===== src/rtl/zoom_pkg.sv =====
// -----------------------------------------------------------------------------
// zoom_pkg
// Shared definitions for the zoom scan controller: FSM state encoding,
// zoom mode encoding and default coordinate/address widths.
// -----------------------------------------------------------------------------
package zoom_pkg;

    localparam int DEF_COORD_W = 10;
    localparam int DEF_ADDR_W  = 17;   // 320x240 = 76800 pixels

    typedef enum logic [1:0] {
        IDLE  = 2'd0,
        CHECK = 2'd1,
        SCAN  = 2'd2,
        DONE  = 2'd3
    } zoom_state_t;

    typedef enum logic [1:0] {
        MODO_COPY  = 2'b00,
        MODO_ZIN2  = 2'b01,
        MODO_ZOUT2 = 2'b10,
        MODO_ZIN4  = 2'b11
    } zoom_modo_t;

endpackage


===== src/rtl/zoom_axis_counter.sv =====
// -----------------------------------------------------------------------------
// zoom_axis_counter
// One raster axis counter: counts up on i_en, wraps to 0 after i_max,
// synchronous clear has priority. o_next exposes the value the register
// takes on the coming edge so the parent can register derived values
// (source address) in the same cycle as the coordinate itself.
//
// Ports
//   clock, reset_n  system clock / async active-low reset
//   i_clear         force count to 0 on next edge
//   i_en            advance count
//   i_max           last value before wrap
//   o_count         current count
//   o_next          count after the coming edge
//   o_at_max        o_count == i_max
// -----------------------------------------------------------------------------
module zoom_axis_counter #(
    parameter int W = 10
) (
    input  logic         clock,
    input  logic         reset_n,
    input  logic         i_clear,
    input  logic         i_en,
    input  logic [W-1:0] i_max,
    output logic [W-1:0] o_count,
    output logic [W-1:0] o_next,
    output logic         o_at_max
);

    logic [W-1:0] r_count;

    assign o_count  = r_count;
    assign o_at_max = (r_count == i_max);

    always_comb begin
        o_next = r_count;
        if (i_clear) begin
            o_next = '0;
        end else if (i_en) begin
            o_next = o_at_max ? '0 : r_count + W'(1);
        end
    end

    always_ff @(posedge clock or negedge reset_n) begin
        if (!reset_n) begin
            r_count <= '0;
        end else begin
            r_count <= o_next;
        end
    end

endmodule


===== src/rtl/zoom_scan_controller.sv =====
// -----------------------------------------------------------------------------
// zoom_scan_controller
// Sequences one zoom operation: validates the latched configuration, then
// walks destination pixels in raster order (x fastest), presenting the
// nearest-neighbour source address and destination address for each pixel
// with a valid/ready handshake.
//
// Optional feature macro: ZOOM_FRAME_COUNT_EN adds a 16-bit frame_count
// output counting completed operations.
//
// Ports
//   clock, reset_n          system clock / async active-low reset
//   start                   begin operation (IDLE only)
//   config_mudou            synchronous abort, highest priority
//   modo                    00 copy, 01 x2, 10 /2, 11 x4
//   largura_src/altura_src  source frame dimensions
//   px_ready                datapath accepts current pixel
//   px_valid                dst_x/dst_y/src_addr/dst_addr valid
//   dst_x, dst_y            destination coordinate
//   src_addr, dst_addr      source / destination pixel address
//   busy                    high in CHECK and SCAN
//   done                    one-cycle pulse after last pixel
//   erro                    sticky invalid-configuration flag
//   frame_count             (ZOOM_FRAME_COUNT_EN) completed frames
//
// State | meaning
// IDLE  | waiting for start; configuration latched on accept
// CHECK | one cycle: derive destination size, flag bad configuration
// SCAN  | presenting pixels, advancing on px_valid && px_ready
// DONE  | one cycle: done pulse
// -----------------------------------------------------------------------------
module zoom_scan_controller
    import zoom_pkg::*;
#(
    parameter int COORD_W = DEF_COORD_W,
    parameter int ADDR_W  = DEF_ADDR_W
) (
    input  logic               clock,
    input  logic               reset_n,
    input  logic               start,
    input  logic               config_mudou,
    input  logic [1:0]         modo,
    input  logic [COORD_W-1:0] largura_src,
    input  logic [COORD_W-1:0] altura_src,
    input  logic               px_ready,
    output logic               px_valid,
    output logic [COORD_W-1:0] dst_x,
    output logic [COORD_W-1:0] dst_y,
    output logic [ADDR_W-1:0]  src_addr,
    output logic [ADDR_W-1:0]  dst_addr,
    output logic               busy,
    output logic               done,
    output logic               erro
`ifdef ZOOM_FRAME_COUNT_EN
   ,output logic [15:0]        frame_count
`endif
);

    zoom_state_t        r_state;
    zoom_state_t        w_state_next;
    zoom_modo_t         r_modo;
    logic [COORD_W-1:0] r_larg_src;
    logic [COORD_W-1:0] r_alt_src;
    logic [COORD_W-1:0] r_larg_dst;
    logic [COORD_W-1:0] r_alt_dst;
    logic               r_erro;
    logic [ADDR_W-1:0]  r_src_addr;
    logic [ADDR_W-1:0]  r_dst_addr;

    // Two extra bits so x2/x4 overflow of COORD_W is visible.
    logic [COORD_W+1:0] w_larg_ext;
    logic [COORD_W+1:0] w_alt_ext;
    logic               w_cfg_err;
    logic               w_accept;
    logic               w_transfer;
    logic               w_last;
    logic               w_cnt_clear;
    logic               w_x_at_max;
    logic               w_y_at_max;
    logic [COORD_W-1:0] w_x_next;
    logic [COORD_W-1:0] w_y_next;
    logic [COORD_W:0]   w_sx;
    logic [COORD_W:0]   w_sy;
    logic [ADDR_W-1:0]  w_src_next;

    function automatic logic [COORD_W+1:0] scale_dim(input zoom_modo_t m,
                                                    input logic [COORD_W-1:0] d);
        case (m)
            MODO_ZIN2:  scale_dim = {1'b0, d, 1'b0};
            MODO_ZIN4:  scale_dim = {d, 2'b00};
            MODO_ZOUT2: scale_dim = {3'b000, d[COORD_W-1:1]};
            default:    scale_dim = {2'b00, d};
        endcase
    endfunction

    function automatic logic [COORD_W:0] map_coord(input zoom_modo_t m,
                                                  input logic [COORD_W-1:0] c);
        case (m)
            MODO_ZIN2:  map_coord = {2'b00, c[COORD_W-1:1]};
            MODO_ZIN4:  map_coord = {3'b000, c[COORD_W-1:2]};
            MODO_ZOUT2: map_coord = {c, 1'b0};
            default:    map_coord = {1'b0, c};
        endcase
    endfunction

    assign w_larg_ext = scale_dim(r_modo, r_larg_src);
    assign w_alt_ext  = scale_dim(r_modo, r_alt_src);

    assign w_cfg_err = (r_larg_src == '0) || (r_alt_src == '0)
                    || (w_larg_ext == '0) || (w_alt_ext == '0)
                    || (|w_larg_ext[COORD_W+1:COORD_W])
                    || (|w_alt_ext[COORD_W+1:COORD_W]);

    assign w_accept    = (r_state == IDLE) && start && !config_mudou;
    assign w_transfer  = (r_state == SCAN) && px_ready;
    assign w_last      = w_transfer && w_x_at_max && w_y_at_max;
    assign w_cnt_clear = config_mudou || (r_state != SCAN);

    zoom_axis_counter #(.W(COORD_W)) u_cnt_x (
        .clock    (clock),
        .reset_n  (reset_n),
        .i_clear  (w_cnt_clear),
        .i_en     (w_transfer),
        .i_max    (r_larg_dst - COORD_W'(1)),
        .o_count  (dst_x),
        .o_next   (w_x_next),
        .o_at_max (w_x_at_max)
    );

    zoom_axis_counter #(.W(COORD_W)) u_cnt_y (
        .clock    (clock),
        .reset_n  (reset_n),
        .i_clear  (w_cnt_clear),
        .i_en     (w_transfer && w_x_at_max),
        .i_max    (r_alt_dst - COORD_W'(1)),
        .o_count  (dst_y),
        .o_next   (w_y_next),
        .o_at_max (w_y_at_max)
    );

    // Source address is computed from the counters' next values and
    // registered alongside them, keeping src_addr coherent with dst_x/dst_y.
    // Multiplying in ADDR_W bits gives the same result as truncating the
    // full product.
    assign w_sx       = map_coord(r_modo, w_x_next);
    assign w_sy       = map_coord(r_modo, w_y_next);
    assign w_src_next = ADDR_W'(w_sy) * ADDR_W'(r_larg_src) + ADDR_W'(w_sx);

    always_ff @(posedge clock or negedge reset_n) begin
        if (!reset_n) begin
            r_state <= IDLE;
        end else begin
            r_state <= w_state_next;
        end
    end

    always_comb begin
        w_state_next = r_state;
        busy         = 1'b0;
        done         = 1'b0;
        px_valid     = 1'b0;
        case (r_state)
            IDLE: begin
                if (w_accept) begin
                    w_state_next = CHECK;
                end
            end
            CHECK: begin
                busy = 1'b1;
                if (config_mudou || w_cfg_err) begin
                    w_state_next = IDLE;
                end else begin
                    w_state_next = SCAN;
                end
            end
            SCAN: begin
                busy     = 1'b1;
                px_valid = 1'b1;
                if (config_mudou) begin
                    w_state_next = IDLE;
                end else if (w_last) begin
                    w_state_next = DONE;
                end
            end
            DONE: begin
                done         = 1'b1;
                w_state_next = IDLE;
            end
            default: w_state_next = IDLE;
        endcase
    end

    always_ff @(posedge clock or negedge reset_n) begin
        if (!reset_n) begin
            r_modo     <= MODO_COPY;
            r_larg_src <= '0;
            r_alt_src  <= '0;
            r_larg_dst <= '0;
            r_alt_dst  <= '0;
            r_erro     <= 1'b0;
            r_src_addr <= '0;
            r_dst_addr <= '0;
        end else begin
            if (w_accept) begin
                r_modo     <= zoom_modo_t'(modo);
                r_larg_src <= largura_src;
                r_alt_src  <= altura_src;
                r_erro     <= 1'b0;
            end
            if (r_state == CHECK) begin
                r_larg_dst <= w_larg_ext[COORD_W-1:0];
                r_alt_dst  <= w_alt_ext[COORD_W-1:0];
                if (!config_mudou && w_cfg_err) begin
                    r_erro <= 1'b1;
                end
            end
            r_src_addr <= w_src_next;
            if (w_cnt_clear || w_last) begin
                r_dst_addr <= '0;
            end else if (w_transfer) begin
                r_dst_addr <= r_dst_addr + ADDR_W'(1);
            end
        end
    end

    assign erro     = r_erro;
    assign src_addr = r_src_addr;
    assign dst_addr = r_dst_addr;

`ifdef ZOOM_FRAME_COUNT_EN
    logic [15:0] r_frame_count;

    always_ff @(posedge clock or negedge reset_n) begin
        if (!reset_n) begin
            r_frame_count <= '0;
        end else if (r_state == DONE) begin
            r_frame_count <= r_frame_count + 16'd1;
        end
    end

    assign frame_count = r_frame_count;
`endif

endmodule


===== config.mk =====
export PLATFORM = sky130hd
export DESIGN_NAME = zoom_scan_controller
export DESIGN_NICKNAME = d
export VERILOG_FILES = /design/src/rtl/zoom_pkg.sv /design/src/rtl/zoom_axis_counter.sv /design/src/rtl/zoom_scan_controller.sv
export SDC_FILE = /design/constraint.sdc
export NUM_CORES = 1
export LEC_CHECK = 0
export BUFFER_PORTS_ARGS = -buffer_cell sky130_fd_sc_hd__clkbuf_2
export CORE_ASPECT_RATIO = 1.75
export CORE_MARGIN = 2
export CORE_UTILIZATION = 50
export CTS_CLUSTER_SIZE = 28
export DETAILED_ROUTE_END_ITERATION = 8
export PLACE_DENSITY_LB_ADDON = 0.3
export SLEW_MARGIN = 20
export SYNTH_ARGS = -nofsm -noshare
export SYNTH_HDL_FRONTEND = slang
export SYNTH_HIERARCHICAL = 1
export SYNTH_SLANG_ARGS = --single-unit

===== constraint.sdc =====
create_clock -name clock -period 15.59 [get_ports clock]
set_input_delay 0.7795 -clock clock [delete_from_list [all_inputs] [get_ports clock]]
set_output_delay 0.7795 -clock clock [all_outputs]
set_load 0.05 [all_outputs]

==> metrics, run 1 <==
outcome=finished, final reports clean; worst slew pin tran=around 1.1 ns; Worst path max stage delay=0.58 ns; CTS Hold Bufs=0; drt drc=0; CTS sink cnt=between 90 and 100; Synth cell types=63; RSZ-0062 raised after global routing=false; die area=a little under 0.02 mm2; dominant cells by area after synthesis=dfrtp_1, fa_1, ha_1; CTS Buf Count=9; # nets final=1137; P_leak=approximately 0.0048 uW; Max Fclk=0.1071 GHz; initial antenna violation count=0; met2 wire length=12.01 mm; count leader, synth=inv_1; Synth Area in Compound Gates=0.06641; post-synthesis xor/xnor area fraction=0.07998; Worst Path Required=approximately 16 ns; worst hold margin=about 0.40 ns; Clock Path Buffers=2; Post-Syn Nets=roughly 1100; clock slew at reported path FFs=0.08 ns; sequential area share after synthesis=0.2662; EDFF count, synth=0; PostCTS Resize Cnt=0; cell taking the most area after synthesis=dfrtp_1; largest net degree at the start of global routing=60; fraction of layout instances using a drive strength above 1=0.1641; Post-synth top cells=inv_1, dfrtp_1, fa_1, nand2_1, ha_1; Worst EP arrival=between 9 and 10 ns; routed len/inst=17.79 um; H-tree depth=3; Synth Area in Adders=0.2334; final hold vios=0; Max FO, Critical Path=16; Async SR Flop Fraction=1.000; Core Area=0.01842 mm2; first-pass GRT wire length=36.85 mm; Ports=85; largest family of logic cells by synthesized area=adder cells; GRT Total Usage=0.2388; max-slew violations=0; share of the synthesized area in the top cell type=0.2662; max_cap viols=0; Worst Setup Start Kind=flip-flop; uppermost layer routed=met4; kind of critical path=reg2reg; register bit total from synthesis=a little under 100; Vias=between 6000 and 7000; post-synthesis simple-gate area fraction=0.1582; row cnt=66; power per cell area=113.7 mW/mm2; cell area after synthesis=0.009308 mm2; ant diodes=0; TritonRoute pass-1 iters=4; worst-skew pair later-pin latency=between 0.3 and 0.4 ns; CTS tree=done; Cells after Synth=approximately 920; Vias/cell=about 5.6; initial drt markers=about 350; Die Span Y=~180 um; Port Buffer Count=84; met1 wire length=8.194 mm; antenna-violating nets left=0; minimum clock period=just over 9 ns; max_slew headroom=0.2841; vias in the first global route=~7400; final setup fails=0; Final Skew=around 0.0096 ns; worst hold path class=in2async; setup TNS=0 ns; fin crit share=0.5989; clock root cell=clkbuf_16; grt total ovfl=0; Starting Density=0.5054; Peak VDD IR=~93 uV; Total Wirelength=~22 mm; mux cell area share after synthesis=0.1246; Detail Placement HPWL=around 17 mm; Die X-Extent=~110 um; WL met3=around 700 um; prevailing post-synth register cell=dfrtp_1; CP dominant cell by count=fa_1; CP endpoint kind=flip-flop; Avg Cell Area, Syn=between 10 and 15 um2; Final Wtd Congestion=approximately 0.91; P&R area growth vs syn=9.531%; Synth Warn #=6; Post CTS Setup Buffer Count=0; slowest CP cell=fa_1
[placed cells by master, fill, tap and decap left out, types with 13 or more instances in the layout]
| cell | Yosys | routed |
|---|---|---|
| and2_1 | 49 | 49 |
| a211oi_1 | 14 | 14 |
| fa_1 | 76 | 76 |
| mux2_2 | 17 | 17 |
| inv_1 | 132 | 132 |
| xor2_1 | 36 | 36 |
| nand2b_1 | 13 | 13 |
| mux2_1 | 22 | 22 |
| nor2_1 | 51 | 51 |
| nor2b_1 | 16 | 16 |
| mux4_2 | 28 | 28 |
| nand2_1 | 73 | 73 |
| a21oi_1 | 27 | 27 |
| clkbuf_2 | 0 | 83 |
| nand4_1 | 13 | 13 |
| dfrtp_1 | 99 | 97 |
| xnor2_1 | 49 | 49 |
| ha_1 | 52 | 52 |
[registers in the layout, summed over array words and instances, names as in the netlist]
register,count
erro,1
r_larg_dst,10
dst_addr,17
r_larg_src,10
u_cnt_x/o_count,10
r_alt_dst,10
src_addr,17
r_modo,2
u_cnt_y/o_count,10
r_state,2
r_alt_src,10
[report_power, final]
| group | switching (uW) | internal (uW) |
|---|---|---|
| Combinational | 237 | 234 |
| Clock | 111 | 118 |
| Sequential | 142 | 317 |
| Total | 490 | 669 |
[metrics by stage]
| stage | power [uW] | std cells | area (um2) | util | worst slack [ns] |
|---|---|---|---|---|---|
| after detailed placement | 933.5 | 1209 | 9893 | 0.5372 | 6.310 |
| final | 1159 | 1225 | 10190 | 0.5536 | 6.253 |
| after floorplan | 814.7 | 921 | 9308 | - | 7.622 |
| after CTS | 1165 | 1225 | 10190 | 0.5536 | 6.276 |
| after global placement | 922.1 | 1209 | 9893 | 0.5372 | 6.561 |
| after global routing | 1235 | 1225 | 10190 | 0.5536 | 5.530 |
[metal layers]
layer	vias up	GRT usage
met4	0	0.1122
met1	3419	0.2709
li1	3175	-
met3	59	0.03289
met5	-	0
met2	168	0.4357
[logic make-up after synthesis]
| logic type | count (synthesis) |
|---|---|
| and+or+nand+nor | 272 |
| buffers and inverters | 170 |
| adders and majority gates | 128 |
| DFF | 99 |
| AOI/OAI and AO/OA | 91 |
| xor gates and xnor gates | 85 |
| muxes | 76 |
[final timing paths]
kind | slack, ns | cells after the start | end | start
min | 0.40 | 1 | r_alt_dst[5] | reset_n
max | 6.25 | 30 | src_addr[16] | r_larg_dst[5]
max reg2reg | 6.25 | 30 | src_addr[16] | r_larg_dst[5]
min reg2reg | 0.51 | 1 | erro | erro
max in group asynchronous | 14.03 | 2 | src_addr[9] | reset_n
min in group clock | 0.51 | 1 | erro | erro
[area by class of cell]
cell class              instances  area, um2
flip-flops and latches         99       2480
repair buffers                 88      452.9
multi-input cells             652       6167
fillers                      1609       8220
inverters                     132      495.5
well taps                     238      297.8
clock buffers                  10      239.0
clock inverters                 6      62.56
[worst max-delay path: cells and delay by family, from the launching register on]
kind	cells	cell delay [ns]
AO/OA/AOI/OAI	6	2.02
XOR/XNOR	4	0.58
flip-flops	1	0.40
multiplexers	1	0.15
buffers and inverters	3	0.15
adder cells (fa/ha/maj)	6	2.84
AND/OR/NAND/NOR	10	3.09
Power figures use the tool's default switching activity.
==> run 2, diff against run 1 <==
==> constraint.sdc (replaced) <==
create_clock -name clock -period 9.71 [get_ports clock]
set_input_delay 0.4855 -clock clock [delete_from_list [all_inputs] [get_ports clock]]
set_output_delay 0.4855 -clock clock [all_outputs]
set_load 0.05 [all_outputs]
==> run 2 against run 1 <==
Compared with the run above:
- routed wire length shrank 1.4%
- non-clock buffer count is the same
- total power grew 60%
- worst hold slack lost 0.30 ns
- cell area is essentially flat
- flip-flop and latch count is the same
- clock power grew 55%
- clock-buffer cell count is the same
- sequential share of layout area is essentially flat
- fmax grew 3.8%
- highest routed layer unchanged
==> metrics, run 2 (synthesis results as in run 1) <==
max_cap viols=0 (unchanged); worst hold path class=in2async; Post-Place Worst Slack=0.4471 ns (-5.863 ns); Starting Density=0.5054 (unchanged); CP dominant cell by count=fa_1; routing usage on met1=0.2673 (-0.003595); met3 Use GR=0.02511 (-0.007779); P_leak=0.004839 uW (-0.15%); die area=0.01977 mm2 (unchanged); TritonRoute pass-1 iters=4 (unchanged); first-pass GRT wire length=36.31 mm (-1.4%); Core Area=0.01842 mm2 (unchanged); CTS Buf Count=9 (unchanged); fillers=1647 (+2.4%); # nets final=1137 (unchanged); setup TNS=0 ns (unchanged); final hold vios=0 (unchanged); initial drt markers=409 (+19%); final setup fails=0 (unchanged); Die Span Y=184.5 um (unchanged); antenna-violating nets left=0 (unchanged); Clock Path Buffers=2 (unchanged); Peak VDD IR=153.4 uV (+65%); row cnt=66 (unchanged); RSZ-0062 raised after global routing=false; max-slew violations=0 (unchanged); Post CTS Setup Buffer Count=0 (unchanged); critical path buffer and inverter count=3 (unchanged); Worst Setup Start Kind=flip-flop; routed len/inst=17.54 um (-1.4%); r2r worst-path depth=30 (unchanged); Max Fclk=0.1111 GHz (+3.8%); Post-Route Utilization=0.5538 (about the same); worst-skew pair later-pin latency=0.36 ns (about the same); CTS Hold Bufs=0 (unchanged); ant diodes=0 (unchanged); worst slew pin tran=0.9721 ns (-0.1018 ns); GRT Total Usage=0.2350 (-0.003802); Detail Placement HPWL=16.81 mm (-1.3%); Final Wtd Congestion=0.9047 (-0.75%); Port Buffer Count=84 (unchanged); vias in the first global route=7365 (-0.94%); slowest CP cell=fa_1; commonest non-fill, non-tap cells in the layout=inv_1, dfrtp_1, clkbuf_2; Worst Path Required=9.94 ns (-5.89 ns); CTS tree=done; clock root cell=clkbuf_16; grt total ovfl=0 (unchanged); Final Skew=0.01449 ns (+0.004899 ns); Worst path max stage delay=0.57 ns (about the same); Worst EP arrival=9.23 ns (-0.35 ns); clock slew at reported path FFs=0.08 ns (about the same); CTS sink cnt=99 (unchanged); Die X-Extent=107.1 um (unchanged); CP endpoint kind=flip-flop; minimum clock period=8.999 ns (-0.3380 ns); drt drc=0 (unchanged); r2r endpoint=src_addr[16]; Critical R2R Launch=r_larg_dst[4]; initial antenna violation count=0 (unchanged); PostCTS Resize Cnt=0 (unchanged); Vias=6858 (+0.54%); kind of critical path=reg2reg; Max FO, Critical Path=16 (unchanged); GRT busiest layer=met2; fraction of layout instances using a drive strength above 1=0.1672 (+0.003040); H-tree depth=3 (unchanged); max_slew headroom=0.3519 (+0.06784); Vias/cell=5.598 (+0.54%); power per cell area=181.3 mW/mm2 (+59%); Ports=85 (unchanged); fin crit share=0.9268 (+0.3279); outcome=finished, final reports clean; largest net degree at the start of global routing=60 (unchanged); commonest non-fill, non-tap cell in the layout=inv_1; Worst Setup Slack, final=0.7105 ns (-5.542 ns); P&R area growth vs syn=9.571% (about the same); FF-to-FF setup slack=0.71 ns (-5.54 ns); Total Wirelength=21.49 mm (-1.4%); Top delay family on crit path=simple AND/OR/NAND/NOR gates; GR Layer Usage met2=0.4327 (-0.003038)
-- run 2: changes by cell type in the layout (fill, tap and decap cells not counted) --
cell / previous run / this run
and3_2: 0 / 1
clkinv_4: 1 / 2
clkinvlp_4: 0 / 1
o2bb2ai_1: 1 / 0
ha_1: 52 / 51
o2bb2ai_2: 0 / 1
inv_8: 4 / 2
and3_1: 5 / 4
ha_2: 0 / 1
-- run 2: through the flow --
step                hold slack [ns]  instances  total power (uW)  area (um2)
CTS                          0.1214       1225              1864       10190
global route                 0.1524       1225              1973       10200
floorplan                    0.1899        921              1308        9308
detailed placement           0.5094       1209              1498        9893
global placement             0.5072       1209              1479        9893
finish                       0.1003       1225              1849       10200
-- run 2: worst reg2reg max path, delay by kind of cell (launching register included) --
kind / cells / cell delay [ns]
xor+xnor: 4 / 0.60
compound gates: 5 / 1.35
flops: 1 / 0.41
mux: 1 / 0.17
buf+inv: 3 / 0.14
simple gates: 11 / 3.33
fa+ha+maj: 6 / 2.88
-- run 2: final cells by class --
type / instances / area (um2) / area share
inverter: 132 / 495.5 / 0.04858
clock inverter: 6 / 56.30 / 0.005521
clock buffer: 10 / 239.0 / 0.02343
timing repair buffer: 88 / 452.9 / 0.04441
multi-input combinational: 652 / 6177 / 0.6057
sequential: 99 / 2480 / 0.2432
tap: 238 / 297.8 / 0.02920
-- run 2: report_power, final --
group / total, uW / leakage (uW) / switching, uW / internal, uW
sequential: 756 / 0.00129 / 247 / 509
combinational: 736 / 0.00341 / 362 / 375
clock: 357 / 0.000143 / 171 / 186
total: 1850 / 0.00484 / 779 / 1070
-- run 2: how the worst max path moves through the flow --
| stage | slack, ns | endpoint | cells after the start | from |
|---|---|---|---|---|
| 2_1_floorplan | 1.74 | src_addr[16] | 30 | r_larg_dst[5] |
| 3_3_place_gp | 0.67 | src_addr[16] | 30 | r_larg_dst[4] |
| 3_5_place_dp | 0.45 | src_addr[16] | 30 | r_larg_dst[5] |
| 4_1_cts | 0.40 | src_addr[16] | 30 | r_larg_dst[5] |
| 5_1_grt | 0.06 | src_addr[16] | 30 | r_larg_dst[4] |
| 6_report | 0.71 | src_addr[16] | 30 | r_larg_dst[4] |
-- run 2: routing by layer --
metal | wire length [um] | vias up
met5 | 0 | -
met3 | 665 | 50
met4 | 825 | 0
met1 | 8169 | 3455
met2 | 11830 | 162
li1 | - | 3191
